[src/rtl/dotprod_feeder_pkg.sv]
// Shared types and constants for the dot-product feeder and its issue tracker.
package dotprod_feeder_pkg;

    localparam int DATA_W       = 32;
    localparam int PIPE_LAT_DEF = 3;  // must match the multiply-add pipeline depth

    typedef enum logic [1:0] {
        IDLE,
        HALF,
        DRAIN,
        DONE
    } state_t;

endpackage

[src/rtl/dotprod_feeder_issue_tracker.sv]
// Tags each issue as it travels through the pipeline so only real partials are accumulated.
module feeder_issue_tracker #(
    parameter int PIPE_LAT = 3
) (
    input  logic clk,
    input  logic rst_n,
    input  logic issue,
    output logic add_en,
    output logic busy
);

    logic [PIPE_LAT:0] tag_sr;

    always_ff @(posedge clk or negedge rst_n) begin
        if (!rst_n) begin
            tag_sr <= '0;
        end else begin
            tag_sr <= {tag_sr[PIPE_LAT-1:0], issue};
        end
    end

    // The tap is high in the cycle the tagged partial sits on pc.
    assign add_en = tag_sr[PIPE_LAT];
    assign busy   = |tag_sr;

endmodule

[src/rtl/dotprod_feeder.sv]
// Packs an element-pair stream two per issue onto a 2-lane multiply-add pipeline and accumulates the dot product.
module dotprod_feeder
    import dotprod_feeder_pkg::*;
#(
    parameter int PIPE_LAT = PIPE_LAT_DEF,
    parameter int CNT_W    = 16
) (
    input  logic              clk,
    input  logic              rst_n,
    input  logic              in_valid,
    output logic              in_ready,
    input  logic [DATA_W-1:0] in_a,
    input  logic [DATA_W-1:0] in_b,
    input  logic              in_last,
    output logic [DATA_W-1:0] pa1,
    output logic [DATA_W-1:0] pb1,
    output logic [DATA_W-1:0] pa2,
    output logic [DATA_W-1:0] pb2,
    input  logic [DATA_W-1:0] pc,
    output logic              res_valid,
    input  logic              res_ready,
    output logic [DATA_W-1:0] res_data,
    output logic [CNT_W-1:0]  res_count
);

    state_t            state;
    logic [DATA_W-1:0] hold_a;
    logic [DATA_W-1:0] hold_b;
    logic [DATA_W-1:0] acc;
    logic [CNT_W-1:0]  cnt;
    logic              accept;
    logic              issue;
    logic              add_en;
    logic              busy;

    assign accept = in_valid & in_ready;
    assign issue  = accept & (in_last | (state == HALF));

    feeder_issue_tracker #(
        .PIPE_LAT (PIPE_LAT)
    ) u_tracker (
        .clk    (clk),
        .rst_n  (rst_n),
        .issue  (issue),
        .add_en (add_en),
        .busy   (busy)
    );

    always_ff @(posedge clk or negedge rst_n) begin
        if (!rst_n) begin
            state     <= IDLE;
            in_ready  <= 1'b0;
            hold_a    <= '0;
            hold_b    <= '0;
            acc       <= '0;
            cnt       <= '0;
            pa1       <= '0;
            pb1       <= '0;
            pa2       <= '0;
            pb2       <= '0;
            res_valid <= 1'b0;
        end else begin
            // Operands are only non-zero in the single cycle after an issue.
            pa1 <= '0;
            pb1 <= '0;
            pa2 <= '0;
            pb2 <= '0;
            if (add_en) begin
                acc <= acc + pc;
            end
            case (state)
                IDLE: begin
                    if (accept) begin
                        cnt <= cnt + 1'b1;
                        if (in_last) begin
                            pa1      <= in_a;
                            pb1      <= in_b;
                            in_ready <= 1'b0;
                            state    <= DRAIN;
                        end else begin
                            hold_a <= in_a;
                            hold_b <= in_b;
                            state  <= HALF;
                        end
                    end else begin
                        in_ready <= 1'b1;
                    end
                end
                HALF: begin
                    if (accept) begin
                        cnt      <= cnt + 1'b1;
                        pa1      <= hold_a;
                        pb1      <= hold_b;
                        pa2      <= in_a;
                        pb2      <= in_b;
                        in_ready <= ~in_last;
                        state    <= in_last ? DRAIN : IDLE;
                    end
                end
                DRAIN: begin
                    if (!busy) begin
                        res_valid <= 1'b1;
                        state     <= DONE;
                    end
                end
                DONE: begin
                    if (res_ready) begin
                        res_valid <= 1'b0;
                        in_ready  <= 1'b1;
                        acc       <= '0;
                        cnt       <= '0;
                        state     <= IDLE;
                    end
                end
                default: state <= IDLE;
            endcase
        end
    end

    assign res_data  = acc;
    assign res_count = cnt;

endmodule

[config.mk]
export PLATFORM = sky130hd
export DESIGN_NAME = dotprod_feeder
export DESIGN_NICKNAME = d
export VERILOG_FILES = /design/src/rtl/dotprod_feeder_pkg.sv /design/src/rtl/dotprod_feeder_issue_tracker.sv /design/src/rtl/dotprod_feeder.sv
export SDC_FILE = /design/constraint.sdc
export NUM_CORES = 1
export LEC_CHECK = 0
export ABC_AREA = 1
export BUFFER_PORTS_ARGS = -buffer_cell sky130_fd_sc_hd__buf_2
export CORE_ASPECT_RATIO = 0.8
export CORE_MARGIN = 2
export CORE_UTILIZATION = 40
export DETAILED_ROUTE_END_ITERATION = 6
export GPL_ROUTABILITY_DRIVEN = 0
export PLACE_DENSITY = 0.59
export SYNTH_ARGS = -nofsm -noshare
export SYNTH_HDL_FRONTEND = slang
export SYNTH_SLANG_ARGS = --single-unit
[constraint.sdc]
create_clock -name clk -period 2.4 [get_ports clk]
set_clock_uncertainty 0.2 [all_clocks]
set_input_delay 0.12 -clock clk [delete_from_list [all_inputs] [get_ports clk]]
set_output_delay 0.12 -clock clk [all_outputs]
set_load 0.05 [all_outputs]
==> results summary <==
The flow ran to the end, and the final reports show no timing, DRC or antenna violations. The via count of the first global-routing pass came to 10,200. The instance count along the most critical hold path came out at 7.

The design draws between 20 and 25 mW. The count of different cell masters after synthesis came out at 41. Across the run, the number of max-cap violations was 0. The least setup slack across all paths after layout is 182 ps. For the pin with the worst max-slew slack, the measured transition is 693 ps. The final critical-path required period came out at 2220 ps. The post-placement worst setup slack came out at 37.4 ps. Detailed routing inserted a total of 10,500 vias.

At the worst endpoint, the required time is ~2600 ps. Hold is met by roughly 35 ps. The post-synthesis cell count is 1,434. The number of buffers inserted to repair setup after CTS is 0.

The net total in the final layout came out at 1,940. The sequential share of the synthesized area came out at 53.2%. The clock tree root driver cell is clkbuf_16.

The count of endpoints failing hold in the final timing report is 0. The number of antenna diodes in the final layout is 0. The worst setup path is captured at a flip-flop.

The die is 195 um wide. The length of the first detailed-routing pass in iterations came out at 5. The async set-or-reset flop fraction in the synthesized netlist came out at 100%. The most common library cell in the layout ignoring fill and taps is nand2_1. STA classifies the critical path startpoint as a flip-flop. The critical path is of the flip-flop to flip-flop type. In the layout the commonest cells are 330 x nand2_1, 277 x buf_2, 248 x inv_1, 248 x dfrtp_1, 163 x o21ai_0. After the first detailed-routing iteration, the DRC count stood at 621. The H-tree depth came out at 1. The first global-routing pass estimated 54.1 mm of wire. The post-synthesis instance area is 11,700 um2.

The dominant delay contributor by cell family on the critical path is simple AND/OR/NAND/NOR gates. The fraction of layout cells with a size suffix above 1 came out at 20.7%. The final-report max-slew violation count is 0.

For this configuration, the core starts out at a cell density of between 40% and 50%. The remaining design rule violation count came out at 0. During I/O placement, the number of pins put on the boundary was 279.

The post-route antenna net violation count is 0. After detailed routing, the number of vias per cell comes to 4.77. The number of clock buffers inserted by TritonCTS is 27. The delay contributed by the slowest stage of the critical path is 400 ps. The buffer and inverter count on the worst path is 1. The final sum of negative setup slack came out at 0 ps. The most used flip-flop cell after synthesis is dfrtp_1. IR analysis of the VDD net gives a maximum drop of 0.655 mV.

The leakage power summed over all cells came out at between 8 and 9 nW. The tightest min-delay check is of the input port to flip-flop type. The clock-pin slew reported for the worst setup and hold paths after clock tree synthesis came out at 60 ps. In this run the vertical extent of the chip is roughly 160 um. The floorplan die area came out at 30,600 um2.

The area overhead of the layout relative to synthesis came out at 33.2%. The area of the core is 28,500 um2. The synthesis warning total is 0. The placement row count is 55. Counting flops and latches in the post-synthesis netlist gives 248.

Counting stages on the worst path, the most repeated cell is nand2_1. The number of fill cells in the layout came out at 2,705. The clock sink count came out at 248.

Traced cell by cell, the critical path runs through ha_1 > nand2_1 > nor2_1 > nand2_1 > nand3_1 > nand2_1 > nand2_2 > nand2_1 > nand3_1 > nand3_1 > nand2_1 > inv_1. The cell type of the slowest stage on the worst timing path is dfrtp_1. Headroom to the max-slew limit came out at 53.8%. The depth of the most critical reg-to-reg path is 12.

Global routing finished with a remaining overflow of 0. After synthesis, the cell types taking the most area are dfrtp_1 53%, nand2_1 11%, inv_1 8.0%, o21ai_0 7.0%, nand3_1 5.2%. In this run the worst path has a maximum fanout of 5. In the finished design, the share of the clock period the worst path needs comes to 92.4%.

The arrival time at the worst endpoint came out at 2450 ps. The total of endpoints with negative setup slack in the final report came out at 0. The post-route core utilization came out at 54.6%. The area share of the largest cell type after synthesis came out at between 50% and 60%. The clock latency reported for the late side of the worst-skew pair is between 500 and 600 ps. The cell taking the most area after synthesis is dfrtp_1. The number of synthesized flops with an enable pin is 0. The number of nets produced by synthesis is 1,568. The estimated wirelength of the detail-placed design came out at approximately 24 mm. The all-layer global routing usage came out at ~22%. The detailed-route wire length per cell came out at roughly 15 um.

The number of gates on the worst path with buffers counted came out at 12. The number of buffers on the longest clock path came out at 3. Based on the critical path, the design can be clocked at up to 0.451 GHz. The pin count of the biggest net entering global routing is 129. The mean instance size in the synthesized netlist is 8.14 um2. The number of antenna violations at the first check in global routing is 0. The total power divided by cell area came out at between 1000 and 1500 nW/um2. The quantity of I/O buffers inserted on ports is around 280. The CTS tree is built. The aggregate routed wire length came out at 33.9 mm.
## power by group
group | internal (mW) | total, mW | switching (mW)
Sequential | 5.44 | 6.20 | 0.763
Combinational | 2.65 | 9.50 | 6.85
Clock | 2.68 | 4.36 | 1.69
Total | 10.8 | 20.1 | 9.29
## area by class of cell
cell class	instances	area, um2	area share, %
Sequential cell	248	6210	39.9
Multi-Input combinational cell	882	4360	28.0
Timing Repair Buffer	394	2630	16.9
Inverter	253	951	6.12
Clock buffer	38	777	5.00
Tap cell	370	463	2.98
Clock inverter	10	160	1.03
## Yosys cell counts (2+ instances only)
cell      number
nand2_4        2
nor3_1        10
a211oi_1       2
inv_1        248
clkbuf_1      37
buf_2         12
inv_2          3
nand4_1        7
buf_1          2
nand2_2        3
o21ai_0      163
or2_2          2
o211ai_1       5
dfrtp_1      248
xor2_1         8
o21bai_1      14
a21oi_1       32
xnor2_1        3
nand3_1      121
ha_1          32
nor2_1       125
nand2_1      336
## registers in the layout, summed over array words and instances, names as in the netlist
name	cells
pb1	32
res_valid	1
state	2
u_tracker.tag_sr	4
res_data	32
pa2	32
pb2	32
in_ready	1
pa1	32
hold_a	32
hold_b	32
res_count	16
## path summary, 6_finish.rpt
path / slack [ps] / startpoint / to
worst min register to register: 180 / u_tracker.tag_sr[0] / u_tracker.tag_sr[1]
worst max register to register: 180 / res_data[5] / res_data[22]
worst min-delay path: 30 / pc[25] / res_data[25]
max in group asynchronous: 1030 / rst_n / pb1[1]
min in group asynchronous: 570 / rst_n / res_count[15]
worst max-delay path: 180 / res_data[5] / res_data[22]
## timing repair
action                                  4_1_cts  5_1_grt
gates resized for setup                       0       11
hold endpoints to repair                    477        0
endpoints found under the setup margin        0       15
hold buffers                                 95        0
## stage by stage
| step | instances | cell area [um2] |
|---|---|---|
| 2_1_floorplan | 1434 | 11700 |
| 3_3_place_gp | 2052 | 13600 |
| 3_5_place_dp | 2052 | 13600 |
| 4_1_cts | 2195 | 15500 |
| 5_1_grt | 2195 | 15500 |
| 6_report | 2195 | 15500 |
## kinds of logic after synthesis
family	after synthesis	share of synthesized area (%)
xor gates and xnor gates	11	0.826
DFF	248	53.2
adders and majority gates	33	3.60
and+or+nand+nor	614	22.1
muxes	1	0.0965
buffers and inverters	304	9.92
AOI/OAI and AO/OA	223	10.2
## routing by layer
| layer | GRT usage, % | share of wire, % | up-vias |
|---|---|---|---|
| met5 | 0 | 0 | - |
| met4 | 6.22 | 2.7 | 0 |
| met3 | 5.41 | 7.6 | 55 |
| met2 | 34.0 | 44 | 288 |
| met1 | 31.4 | 46 | 4896 |
| li1 | - | - | 5222 |
## worst register-to-register path, cell delays in order, from the launching register on
cell,delay (ps)
dfrtp_1,400
ha_1,380
nand2_1,140
nor2_1,170
nand2_1,70
nand3_1,140
nand2_1,100
nand2_2,150
nand2_1,90
nand3_1,70
nand3_1,80
nand2_1,90
inv_1,30
(Power assumes the default switching activity.)
